$ cat config.mk
export PLATFORM = sky130hd
export DESIGN_NAME = serial_subtractor_flat
export DESIGN_NICKNAME = d
export VERILOG_FILES = /design/src/rtl/serial_subtractor_if.sv /design/src/rtl/serial_subtractor.sv /design/src/flat_wrapper.sv
export SDC_FILE = /design/constraint.sdc
export NUM_CORES = 1
export LEC_CHECK = 0
export ABC_AREA = 0
export CAP_MARGIN = 25
export CORE_MARGIN = 2
export CORE_UTILIZATION = 40
export CTS_CLUSTER_SIZE = 16
export DETAILED_ROUTE_END_ITERATION = 7
export PLACE_DENSITY = 0.69
export SLEW_MARGIN = 15
export SYNTH_ARGS = -nofsm -noshare
export SYNTH_HDL_FRONTEND = slang
export SYNTH_SLANG_ARGS = --single-unit
export TNS_END_PERCENT = 30
$ cat constraint.sdc
create_clock -name clk -period 4.1 [get_ports clk]
set_input_delay 0.82 -clock clk [delete_from_list [all_inputs] [get_ports clk]]
set_output_delay 0.82 -clock clk [all_outputs]
set_load 0.01 [all_outputs]
$ cat src/rtl/serial_subtractor_if.sv
// Start/done handshake and operand/result bundle for the bit-serial subtractor.
interface serial_subtractor_if #(
   parameter int unsigned WIDTH = 8
);
   logic             start;
   logic [WIDTH-1:0] a;
   logic [WIDTH-1:0] b;
   logic             busy;
   logic             done;
   logic [WIDTH-1:0] diff;
   logic             bout;
   logic             ovf;

   modport master (
      output start, a, b,
      input  busy, done, diff, bout, ovf
   );

   modport slave (
      input  start, a, b,
      output busy, done, diff, bout, ovf
   );
endinterface

$ cat src/rtl/serial_subtractor.sv
// Bit-serial A - B, LSB first, one difference/borrow cell with a registered borrow.
// Parallel result with unsigned borrow-out and signed overflow, start/done handshake.
module serial_subtractor #(
   parameter int unsigned WIDTH = 8
) (
   input  logic                clk,
   input  logic                rst_n,
   serial_subtractor_if.slave  bus
);
   localparam int unsigned CNT_W = (WIDTH > 1) ? $clog2(WIDTH) : 1;
   localparam logic [CNT_W-1:0] LAST_BIT = CNT_W'(WIDTH - 1);

   typedef enum logic [1:0] {S_IDLE, S_RUN, S_DONE} state_t;

   state_t           state_q, state_d;
   logic [WIDTH-1:0] sa_q, sa_d;
   logic [WIDTH-1:0] sb_q, sb_d;
   logic [WIDTH-1:0] rs_q, rs_d;
   logic             br_q, br_d;
   logic [CNT_W-1:0] cnt_q, cnt_d;
   logic             amsb_q, amsb_d;
   logic             bmsb_q, bmsb_d;
   logic             busy_q, busy_d;
   logic             done_q, done_d;
   logic [WIDTH-1:0] diff_q, diff_d;
   logic             bout_q, bout_d;
   logic             ovf_q, ovf_d;
   logic             d_bit;

   // Next-state, datapath and output logic
   always_comb begin
      state_d = state_q;
      sa_d    = sa_q;
      sb_d    = sb_q;
      rs_d    = rs_q;
      br_d    = br_q;
      cnt_d   = cnt_q;
      amsb_d  = amsb_q;
      bmsb_d  = bmsb_q;
      busy_d  = busy_q;
      done_d  = 1'b0;
      diff_d  = diff_q;
      bout_d  = bout_q;
      ovf_d   = ovf_q;
      d_bit   = 1'b0;

      unique case (state_q)
         S_IDLE: begin
            busy_d = 1'b0;
            if (bus.start) begin
               sa_d    = bus.a;
               sb_d    = bus.b;
               amsb_d  = bus.a[WIDTH-1];
               bmsb_d  = bus.b[WIDTH-1];
               rs_d    = '0;
               br_d    = 1'b0;
               cnt_d   = '0;
               busy_d  = 1'b1;
               state_d = S_RUN;
            end
         end
         S_RUN: begin
            d_bit = sa_q[0] ^ sb_q[0] ^ br_q;
            br_d  = (~sa_q[0] & sb_q[0]) | (~(sa_q[0] ^ sb_q[0]) & br_q);
            sa_d  = sa_q >> 1;
            sb_d  = sb_q >> 1;
            rs_d  = {d_bit, rs_q[WIDTH-1:1]};
            cnt_d = cnt_q + CNT_W'(1);
            if (cnt_q == LAST_BIT) begin
               // Result is published from the values this edge produces.
               diff_d  = rs_d;
               bout_d  = br_d;
               ovf_d   = (amsb_q ^ bmsb_q) & (rs_d[WIDTH-1] ^ amsb_q);
               busy_d  = 1'b0;
               done_d  = 1'b1;
               state_d = S_DONE;
            end
         end
         S_DONE: begin
            busy_d  = 1'b0;
            state_d = S_IDLE;
         end
         default: begin
            busy_d  = 1'b0;
            state_d = S_IDLE;
         end
      endcase
   end

   always_ff @(posedge clk) begin
      if (!rst_n) begin
         state_q <= S_IDLE;
         sa_q    <= '0;
         sb_q    <= '0;
         rs_q    <= '0;
         br_q    <= 1'b0;
         cnt_q   <= '0;
         amsb_q  <= 1'b0;
         bmsb_q  <= 1'b0;
         busy_q  <= 1'b0;
         done_q  <= 1'b0;
         diff_q  <= '0;
         bout_q  <= 1'b0;
         ovf_q   <= 1'b0;
      end else begin
         state_q <= state_d;
         sa_q    <= sa_d;
         sb_q    <= sb_d;
         rs_q    <= rs_d;
         br_q    <= br_d;
         cnt_q   <= cnt_d;
         amsb_q  <= amsb_d;
         bmsb_q  <= bmsb_d;
         busy_q  <= busy_d;
         done_q  <= done_d;
         diff_q  <= diff_d;
         bout_q  <= bout_d;
         ovf_q   <= ovf_d;
      end
   end

   assign bus.busy = busy_q;
   assign bus.done = done_q;
   assign bus.diff = diff_q;
   assign bus.bout = bout_q;
   assign bus.ovf  = ovf_q;
endmodule
$ cat src/flat_wrapper.sv
// flat-port wrapper written by rule: the top's interface ports become plain ports
module serial_subtractor_flat 
#(
   parameter int unsigned WIDTH = 8
)
  (clk, rst_n, bus_start, bus_a, bus_b, bus_busy, bus_done, bus_diff, bus_bout, bus_ovf);
  serial_subtractor_if #(.WIDTH(WIDTH)) bus_i ();
  input  logic clk;
  input  logic rst_n;
  input wire logic [$bits(bus_i.start)-1:0] bus_start;
  input wire logic [$bits(bus_i.a)-1:0] bus_a;
  input wire logic [$bits(bus_i.b)-1:0] bus_b;
  output wire logic [$bits(bus_i.busy)-1:0] bus_busy;
  output wire logic [$bits(bus_i.done)-1:0] bus_done;
  output wire logic [$bits(bus_i.diff)-1:0] bus_diff;
  output wire logic [$bits(bus_i.bout)-1:0] bus_bout;
  output wire logic [$bits(bus_i.ovf)-1:0] bus_ovf;
  assign bus_i.start = bus_start;
  assign bus_i.a = bus_a;
  assign bus_i.b = bus_b;
  assign bus_busy = bus_i.busy;
  assign bus_done = bus_i.done;
  assign bus_diff = bus_i.diff;
  assign bus_bout = bus_i.bout;
  assign bus_ovf = bus_i.ovf;
  serial_subtractor #(.WIDTH(WIDTH)) u_core (.clk(clk), .rst_n(rst_n), .bus(bus_i));
endmodule
==> results_dict.tcl <==
set metrics [dict create \
    dp_hpwl_um 2120 \
    synth_edf_count 0 \
    setup_viol_count_final 0 \
    postCtsSetupBuffers 0 \
    cp-start-kind "input port" \
    ys.warnings.count 0 \
    hold_ws_ps 455 \
    sequentialPowerShare_pct 51.5 \
    required_ps 4350 \
    gp_congestion 0.767 \
    io_buffers 30 \
    fill_cells 436 \
    fin_worst_skew_ps 5.95 \
    cts_inserted_buffers 5 \
    chipHeight_um 70.3 \
    rrSetupSlack_ps 2390 \
    cp_num_buf_inv 1 \
    cp_top_family "compound AO/OA/AOI/OAI gates" \
    tightest_slew_ps 893 \
    drcViolationCount 0 \
    detail-route-antenna-nets 0 \
    drive_gt1_share_pct 5.38 \
    cp_slowest_cell "o21bai_1" \
    whs_endpoint "u_core.bus.diff[5]$_SDFFE_PN0P_" \
    slew_headroom_pct 40.5 \
    ys.flop_type "dfxtp_1" \
    netlist_top_cells_count "nand2_1, dfxtp_1, a31oi_1" \
    synth-seq-cells 43 \
    finalWorstSetupSlack_ps 2000 \
    grt_pass1_vias 1234 \
    die_area_mm2 0.00494 \
    power.share.clock_pct 39.1 \
    power.internal_uw 674 \
    crit_fanout 11 \
    hold_violations 0 \
    cts_max_level 2 \
    vias 1379 \
    min_from "u_core.bus.diff[5]$_SDFFE_PN0P_" \
    async_reset_ff_share_pct 0 \
    synthesis.nets 220 \
    grt_usage_pct 14.1 \
    r2r-start "u_core.state_q[1]$_SDFFE_PN0P_" \
    cap_violations 0 \
    drt_iter0_markers 71 \
    syn_area_mm2 0.00176 \
    r2r-end "u_core.sb_q[4]$_SDFFE_PN0P_" \
    holdPathStages 2 \
    wl_per_cell_um 11.5 \
    clockBufferDepth 2 \
    p_switching_uw 195 \
    vdd_drop_max_uv 209 \
    insertion_delay_ps 300 \
    grt_max_degree 31 \
    postCtsResizedCells 0 \
    grt_pass1_wl_um 5490 \
    end_kind "flip-flop" \
    wl_um 3160 \
    synth.distinct_cells 28 \
    rsz0062_at_grt "no" \
    timing.final.crit_share_pct 51.1 \
    clock-root-buffer "clkbuf_8" \
    placed_cells 267 \
    fmax_ghz 0.477 \
    crit_chain "clkdlybuf4s50_1, o21bai_1, o2bb2ai_1, and2_1" \
    dp_slack_ps 1690 \
    antenna_found_initial 0 \
    synth.area.top_cells "dfxtp_1, nand2_1, a21boi_1" \
    post-route-min-period_ps 2100 \
    layoutNonFillerInstCount 275 \
    synth_top_area_share_pct 48.9 \
    p_per_area_mw_per_mm2 401 \
    clkSlewWorstSetupHoldPaths_ps 80 \
    boundaryPins 31 \
    ys_seq_area_share_pct 48.9 \
    area_growth_pct 23.2 \
    synth_top_area_cell "dfxtp_1" \
    die_x_um 70.3 \
    hp-class "flip-flop to flip-flop" \
    start_util_pct 41.0 \
    cp.arrival_ps 2350 \
    nets 244 \
    synth_most_common_cell "nand2_1" \
    status "complete, no violations" \
    overflow 0 \
    leakage_uw 0.000782 \
    synthCells 198 \
    maxSlewViolCount 0 \
    hold_buffers 0 \
    fp.coreArea_mm2 0.00429 \
    swShare_pct 22.4 \
    cts_tree "built" \
    p_comb_share_pct 9.4 \
    synth_area_per_cell_um2 8.88 \
    cp_slowest_stage_delay_ps 690 \
    tns_ps 0 \
    path_class "input port to flip-flop" \
    dr.pass1.iters 4 \
    n_antenna_cell 0 \
    fp-row-count 24 \
    final_util_pct 50.5 \
    vias_per_cell 5.01 \
    r2r_cells 3 \
    cts_sinks 43 \
]
cell type report:
| type | count | area, um2 | area share [%] |
|---|---|---|---|
| Clock inverter | 2 | 35.0 | 1.62 |
| Tap cell | 52 | 65.1 | 3.00 |
| Inverter | 2 | 7.51 | 0.346 |
| Sequential cell | 43 | 861 | 39.7 |
| Multi-Input combinational cell | 139 | 801 | 37.0 |
| Timing Repair Buffer | 31 | 315 | 14.5 |
| Clock buffer | 6 | 82.6 | 3.81 |
cell families after synthesis:
logic type / count (synthesis) / synth area share (%)
multiplexers: 1 / 0.569
flip-flops: 43 / 48.9
adder cells (fa/ha/maj): 3 / 2.56
buffers and inverters: 16 / 5.55
AO/OA/AOI/OAI: 61 / 22.0
AND/OR/NAND/NOR: 74 / 20.4
how the worst max path moves through the flow:
stage,cells past startpoint,end,slack (ps),startpoint
6_report,4,u_core.br_q$_SDFFE_PN0P_,2000,bus_start
4_1_cts,4,u_core.br_q$_SDFFE_PN0P_,1960,bus_start
3_5_place_dp,4,u_core.br_q$_SDFFE_PN0P_,1690,bus_start
3_3_place_gp,3,u_core.sa_q[6]$_SDFFE_PN0P_,1520,rst_n
5_1_grt,4,u_core.cnt_q[1]$_SDFFE_PN0P_,1840,bus_start
2_1_floorplan,4,u_core.br_q$_SDFFE_PN0P_,2700,bus_start
per-stage QoR:
step | cell area (um2) | power [uW]
4_1_cts | 2170 | 883
5_1_grt | 2170 | 906
3_3_place_gp | 2030 | 536
2_1_floorplan | 1760 | 512
6_report | 2170 | 868
3_5_place_dp | 2050 | 539
power groups by stage:
| stage | logic [uW] | clock network, uW | registers, uW |
|---|---|---|---|
| detailed placement | 82.3 | 0 | 457 |
| finish | 81.7 | 340 | 447 |
| global placement | 79.4 | 0 | 457 |
| CTS | 82.7 | 353 | 447 |
| floorplan | 58.6 | 0 | 453 |
| global route | 92.1 | 364 | 450 |
layout by cell type (no fill, tap or decap), drive strengths merged, types with 4 or more instances in the layout:
master	n
nand2b	5
a21oi	4
clkbuf	6
a31oi	14
clkdlybuf4s50	30
dfxtp	43
nor2b	12
nand2	47
a22oi	9
o21ai	19
a21boi	12
tightest hold or removal path, cell delays in order, from the launching register on:
cell and delay, ps:
dfxtp_1 310, nand2_1 50, a21boi_1 50
layer usage:
metal,share of wire [%],up-vias,wire length (um),global-route usage [%]
li1,-,725,-,-
met1,48,620,1510,17.0
met2,46,29,1460,22.1
met3,4.6,5,145,5.19
met4,1.6,0,51,7.05
met5,0,-,0,0
registers in the layout, indices dropped and copies added (netlist names):
name / count
u_core.bus.ovf: 1
u_core.bus.done: 1
u_core.amsb_q: 1
u_core.br_q: 1
u_core.sb_q: 8
u_core.rs_q: 7
u_core.state_q: 2
u_core.bus.busy: 1
u_core.cnt_q: 3
u_core.bus.diff: 8
u_core.bmsb_q: 1
u_core.bus.bout: 1
u_core.sa_q: 8
Note: power is estimated with default switching activity, not from simulation.
